<file path="config.mk">
export PLATFORM = sky130hd
export DESIGN_NAME = fetch_stage
export DESIGN_NICKNAME = d
export VERILOG_FILES = /design/src/rtl/fetch_stage.sv
export SDC_FILE = /design/constraint.sdc
export NUM_CORES = 1
export LEC_CHECK = 0
export CAP_MARGIN = 20
export CORE_ASPECT_RATIO = 1.1
export CORE_UTILIZATION = 37
export DETAILED_ROUTE_END_ITERATION = 10
export PLACE_DENSITY = 0.87
export SKIP_CTS_REPAIR_TIMING = 1
export SLEW_MARGIN = 30
export SYNTH_ARGS = -nofsm -noshare
export SYNTH_HDL_FRONTEND = slang
export SYNTH_SLANG_ARGS = --single-unit
</file>
<file path="constraint.sdc">
create_clock -name clk -period 3.2 [get_ports clk]
set_input_delay 0.48 -clock clk [delete_from_list [all_inputs] [get_ports clk]]
set_output_delay 0.48 -clock clk [all_outputs]
set_load 0.05 [all_outputs]
</file>
<file path="src/rtl/fetch_stage.sv">
// fetch_stage: PC, two-phase fetch FSM and IF/ID register.
// Drives a strobed big-endian instruction memory; handles stall/branch.
module fetch_stage #(
  parameter logic [31:0] RESET_PC  = 32'h0,
  parameter int unsigned MEM_BYTES = 32
) (
  input  logic        clk,
  input  logic        reset,
  input  logic        stall,
  input  logic        branch_valid,
  input  logic [31:0] branch_target,
  input  logic [31:0] inst_in,
  output logic [31:0] inst_address,
  output logic        inst_read,
  output logic        if_id_valid,
  output logic [31:0] if_id_inst,
  output logic [31:0] if_id_pc
);

  localparam logic [31:0] ADDR_MASK = 32'(MEM_BYTES - 1);

  typedef enum logic {
    S_SETUP = 1'b0,
    S_READ  = 1'b1
  } state_t;

  state_t      state;
  logic [31:0] pc;
  logic [31:0] pc_inc;
  logic [31:0] br_pc;
  logic        capture;

  assign pc_inc  = (pc + 32'd4) & ADDR_MASK;
  assign br_pc   = branch_target & 32'hFFFF_FFFC & ADDR_MASK;
  assign capture = (state == S_READ) && !stall && !branch_valid;

  assign inst_address = pc;

  // Fetch FSM: address setup phase, then a registered read strobe phase
  always_ff @(posedge clk or posedge reset) begin
    if (reset) begin
      state     <= S_SETUP;
      inst_read <= 1'b0;
      pc        <= RESET_PC;
    end else if (branch_valid) begin
      state     <= S_SETUP;
      inst_read <= 1'b0;
      pc        <= br_pc;
    end else begin
      unique case (state)
        S_SETUP: begin
          if (!stall) begin
            state     <= S_READ;
            inst_read <= 1'b1;
          end
        end
        S_READ: begin
          state     <= S_SETUP;
          inst_read <= 1'b0;
          if (!stall) pc <= pc_inc;
        end
      endcase
    end
  end

  // IF/ID register: capture on a completed read, hold under stall
  always_ff @(posedge clk or posedge reset) begin
    if (reset) begin
      if_id_valid <= 1'b0;
      if_id_inst  <= 32'h0;
      if_id_pc    <= 32'h0;
    end else if (branch_valid) begin
      if_id_valid <= 1'b0;
    end else if (capture) begin
      if_id_valid <= 1'b1;
      if_id_inst  <= inst_in;
      if_id_pc    <= pc;
    end else if (!stall) begin
      if_id_valid <= 1'b0;
    end
  end

endmodule

</file>
# After elaboration in Yosys (flattened, before gate mapping)
# Index checks and enable logic that the tools add are counted.
# W data, S select, Z words.
[op_classes]
n_bitwise = 2
addsub = 1
eq_ne = 3
muxes = 12
reduce_logical = 7
[op_table]
columns = ["operator", "n"]
rows = [
  ["$mux W32", 3],
  ["$mux W1", 7],
  ["$add A5 B3 Y5 const B", 1],
  ["$pmux W1 S2", 2],
  ["$reduce_and A2 Y1", 2],
  ["$ne A3 B1 Y1 const B", 1],
  ["$ne A3 B3 Y1 const B", 1],
  ["$logic_and A1 B1 Y1", 2],
  ["$logic_not A1 Y1", 2],
  ["$ne A2 B1 Y1 const B", 1],
  ["$not A1 Y1", 2],
  ["$reduce_bool A2 Y1", 1],
]
[totals]
register_bits = 99
in_bits = 68
wordCells = 31
out_inout_bits = 98

# Longest topological paths before layout
[logic_depth]
depth_word = 5
depth_mapped = 5
depth_no_buf = 4

# Least setup slack after synthesis
# No wires, ideal clock.
[synth_path]
kind = "input port to flip-flop"
startpoint = "input stall"
endpoint = "register if_id_inst[0]"
setup_slack_ns = 1.736
stages = 5
t_arrival_ns = 1.339
setup_time_ns = 0.125
path_cell_list = "nor2b_4 nor2b_4 buf_12 buf_12 mux2_4"
[synth_between]
elab_chain_len = 4
[synth_rtl]
columns = ["element", "line", "rtl"]
rows = [
  ["from (decl)", "9", "input logic stall,"],
  ["$logic_not A1 Y1", "--", ""],
  ["$logic_and A1 B1 Y1 (2 in a row)", "35", "assign capture = (state == S_READ) && !stall && !branch_valid;"],
  ["$reduce_and A2 Y1 (no source line)", "--", ""],
  ["to (signal assigned)", "76", "if_id_inst <= inst_in;"],
  ["to (decl)", "16", "output logic [31:0] if_id_inst,"],
]
# Every way passes these cells.
# A chain may end at the register's enable or synchronous reset.

# Final worst setup path
[layout_path]
startpoint = "input stall"
endpoint = "register if_id_inst[14]"
# The elaborated chain is that of the path after synthesis.

==> results.py <==
metrics = {
    "timing": {
        "fin_skew_ns": 0.00270,
        "hold_viol": 0,
        "drv_slew": 0,
        "period_minus_slack_ns": 2.15,
        "fmax_ghz": 0.465,
        "setup_violations": 0,
        "fin_crit_sh": 0.672,
        "max-slew-margin-rel": 0.570,
        "grt_setup_unrepaired": "no",
        "hold-worst-slack_ns": 0.491,
        "setup_tns_ns": 0,
        "worstMarginPinSlew_ns": 0.641,
    },
    "global_route": {
        "grt_start_max_net_pins": 25,
        "grt.overflow.total": 0,
        "grt_pass1_wl_mm": 5.29,
        "antenna_found_initial": 0,
        "grt_pass1_vias": 1116,
        "track_usage": 0.117,
    },
    "logic_synthesis": {
        "avgSynthCellArea_um2": 13.8,
        "synthDistinctLibCells": 19,
        "synth_edf_count": 0,
        "synthTopCellsByCount": "buf_4, dfrtp_1, mux2_4",
        "synth_largest_area_cell": "dfrtp_1",
        "ys_seq_elements": 41,
        "synth-xor-area-share": 0.00800,
        "synth_top_family_by_area": "buffers and inverters",
        "yosysSeqAreaShare": 0.469,
        "synth_mux_area_frac": 0.236,
        "synth-async-reset-ratio": 1.00,
        "synth_fa_ha_area_frac": 0.00571,
        "netlist_area_um2": 2190,
        "yosysMostFrequentCell": "buf_4",
        "synth-compound-area-share": 0.0126,
        "synth-simple-area-share": 0.0251,
        "ys_warn_count": 0,
        "synth.top_cell.area_share": 0.469,
        "synth_area_leaders": "dfrtp_1, mux2_4, buf_4",
        "ys.flop_type": "dfrtp_1",
        "synthCells": 159,
    },
    "place": {
        "place.gp.congestion": 0.620,
        "dp_hpwl_mm": 2.91,
        "port_buffers": 78,
    },
    "route": {
        "routed_wl_mm": 3.79,
        "dr.first_iter.drc_count": 17,
        "viasPerCell": 3.95,
        "drc_errors": 0,
        "dr_total_vias": 1259,
        "wl_per_cell_um": 11.9,
        "antenna_left": 0,
        "dr.pass1.iters": 5,
    },
    "clock_tree": {
        "clock_sinks": 41,
        "cts-htree-levels": 2,
        "cts_tree": "yes",
        "cts_root_buf": "clkbuf_8",
        "clk_pin_slew_ns": 0.08,
        "cts_buffers": 5,
        "clkLatencyLatePin_ns": 0.29,
        "cts_buffer_depth": 2,
    },
    "power": {
        "p_leak_nw": 1.33,
        "p_per_area_nw_per_um2": 743,
        "ir_worst_vdd_mv": 0.262,
    },
    "floorplanning": {
        "io_pins": 166,
        "rows": 29,
        "die-area_um2": 6230,
        "fp.dieW_um": 75.3,
        "initial_core_util": 0.382,
        "core-area_um2": 5730,
        "die_y_um": 82.7,
    },
    "setup_path": {
        "startpoint": "stall",
        "start_kind": "input pin",
        "critPathSlowestCell": "clkdlybuf4s50_1",
        "r2r-end": "if_id_inst[14]$_DFFE_PP0P_",
        "regToRegStartpoint": "state$_DFF_PP0_",
        "crit_buf_inv": 2,
        "cp_common_cell": "nor2b_4",
        "path_max_fanout": 13,
        "crit_path_max_incr_delay_ns": 0.51,
        "reg2reg_depth": 4,
        "critical_path_arrival_ns": 2.33,
        "cp-end-kind": "flop",
        "worstPathCellList": "clkdlybuf4s50_1 -> nor2b_4 -> nor2b_4 -> buf_4 -> mux2_4",
        "cp.required_ns": 3.38,
        "cp_num_cells": 5,
        "rrSetupSlack_ns": 1.35,
        "critPathCapture": "if_id_inst[14]$_DFFE_PP0P_",
        "critPathKind": "in2reg",
        "crit_family": "buffers and inverters",
    },
    "layout": {
        "fin_util": 0.506,
        "drive_above_1_share": 0.198,
        "num_antenna_cells": 0,
        "nets": 310,
        "fillers": 516,
        "areaGrowthSynthToFinish_pct": 32.5,
        "regArea_um2": 1030,
        "multiInputGateArea_um2": 847,
    },
    "outcome": {
        "status": "complete, no violations",
    },
    "min_path": {
        "holdCritPathClass": "reg2reg",
    },
    "job": {
        "cap_violations": 0,
    },
}
## through the flow
stage / area (um^2) / power, W / instances / setup slack [ns]
finish: 2900 / 0.00215 / 319 / 1.05
global route: 2900 / 0.00225 / 319 / 0.956
CTS: 2900 / 0.00218 / 319 / 1.03
detailed placement: 2780 / 0.00174 / 311 / 0.710
global placement: 2780 / 0.00172 / 311 / 0.726
floorplan: 2400 / 0.00149 / 216 / 1.74
## cells in the final DEF, fill, tap and decap left out
cell type / Yosys / final
ha_1: 1 / 1
buf_4: 59 / 3
nand2_1: 3 / 3
clkinv_1: 0 / 1
nor3_1: 1 / 1
o21ai_0: 3 / 3
mux2_4: 30 / 30
conb_1: 1 / 58
xor2_1: 1 / 1
mux2i_1: 1 / 1
nor2b_4: 2 / 2
inv_1: 2 / 1
clkbuf_8: 0 / 6
dfrtp_1: 41 / 41
nor2_1: 1 / 1
bufinv_16: 0 / 1
mux2_2: 5 / 5
a21oi_1: 1 / 1
xnor2_1: 1 / 1
clkinvlp_4: 0 / 1
clkdlybuf4s50_1: 0 / 78
a211oi_1: 1 / 1
nand3b_1: 1 / 1
## final cells by class
type / count / share of cell area
Sequential cell: 41 / 0.354
Clock inverter: 2 / 0.0129
Timing Repair Buffer: 81 / 0.277
Inverter: 2 / 0.00259
Multi-Input combinational cell: 110 / 0.292
Clock buffer: 6 / 0.0285
Tap cell: 77 / 0.0332
## kinds of logic after synthesis
family	Yosys count
mux	36
buf+inv	65
simple gates	8
xor+xnor	2
other cells	1
compound gates	5
flops	41
fa+ha+maj	1
## registers in the layout, indices dropped and copies added, names as in the netlist
signal / count
if_id_inst: 32
if_id_pc: 3
inst_address: 3
if_id_valid: 1
inst_read: 1
state: 1
## worst min path at each step
stage / startpoint / to / slack, ns / depth (start not counted)
after floorplan: state$_DFF_PP0_ / inst_read$_DFFE_PP0P_ / 0.45 / 1
after global placement: state$_DFF_PP0_ / inst_read$_DFFE_PP0P_ / 0.47 / 1
after detailed placement: state$_DFF_PP0_ / inst_read$_DFFE_PP0P_ / 0.48 / 1
after CTS: state$_DFF_PP0_ / inst_read$_DFFE_PP0P_ / 0.49 / 1
after global routing: state$_DFF_PP0_ / inst_read$_DFFE_PP0P_ / 0.52 / 1
final: state$_DFF_PP0_ / inst_read$_DFFE_PP0P_ / 0.49 / 1
## report_power, final
group	leakage [nW]	switching [W]	internal (W)
registers	0.500	0.0000638	0.000632
logic	0.772	0.000663	0.000365
clock network	0.0574	0.000177	0.000254
total	1.33	0.000904	0.00125
## per-layer routing
layer,global-route usage,share of wire,vias to the layer above
li1,-,-,566
met4,0.0500,0.015,0
met2,0.198,0.48,82
met5,0,0,-
met1,0.132,0.39,606
met3,0.0425,0.11,5
(Power assumes the default switching activity.)
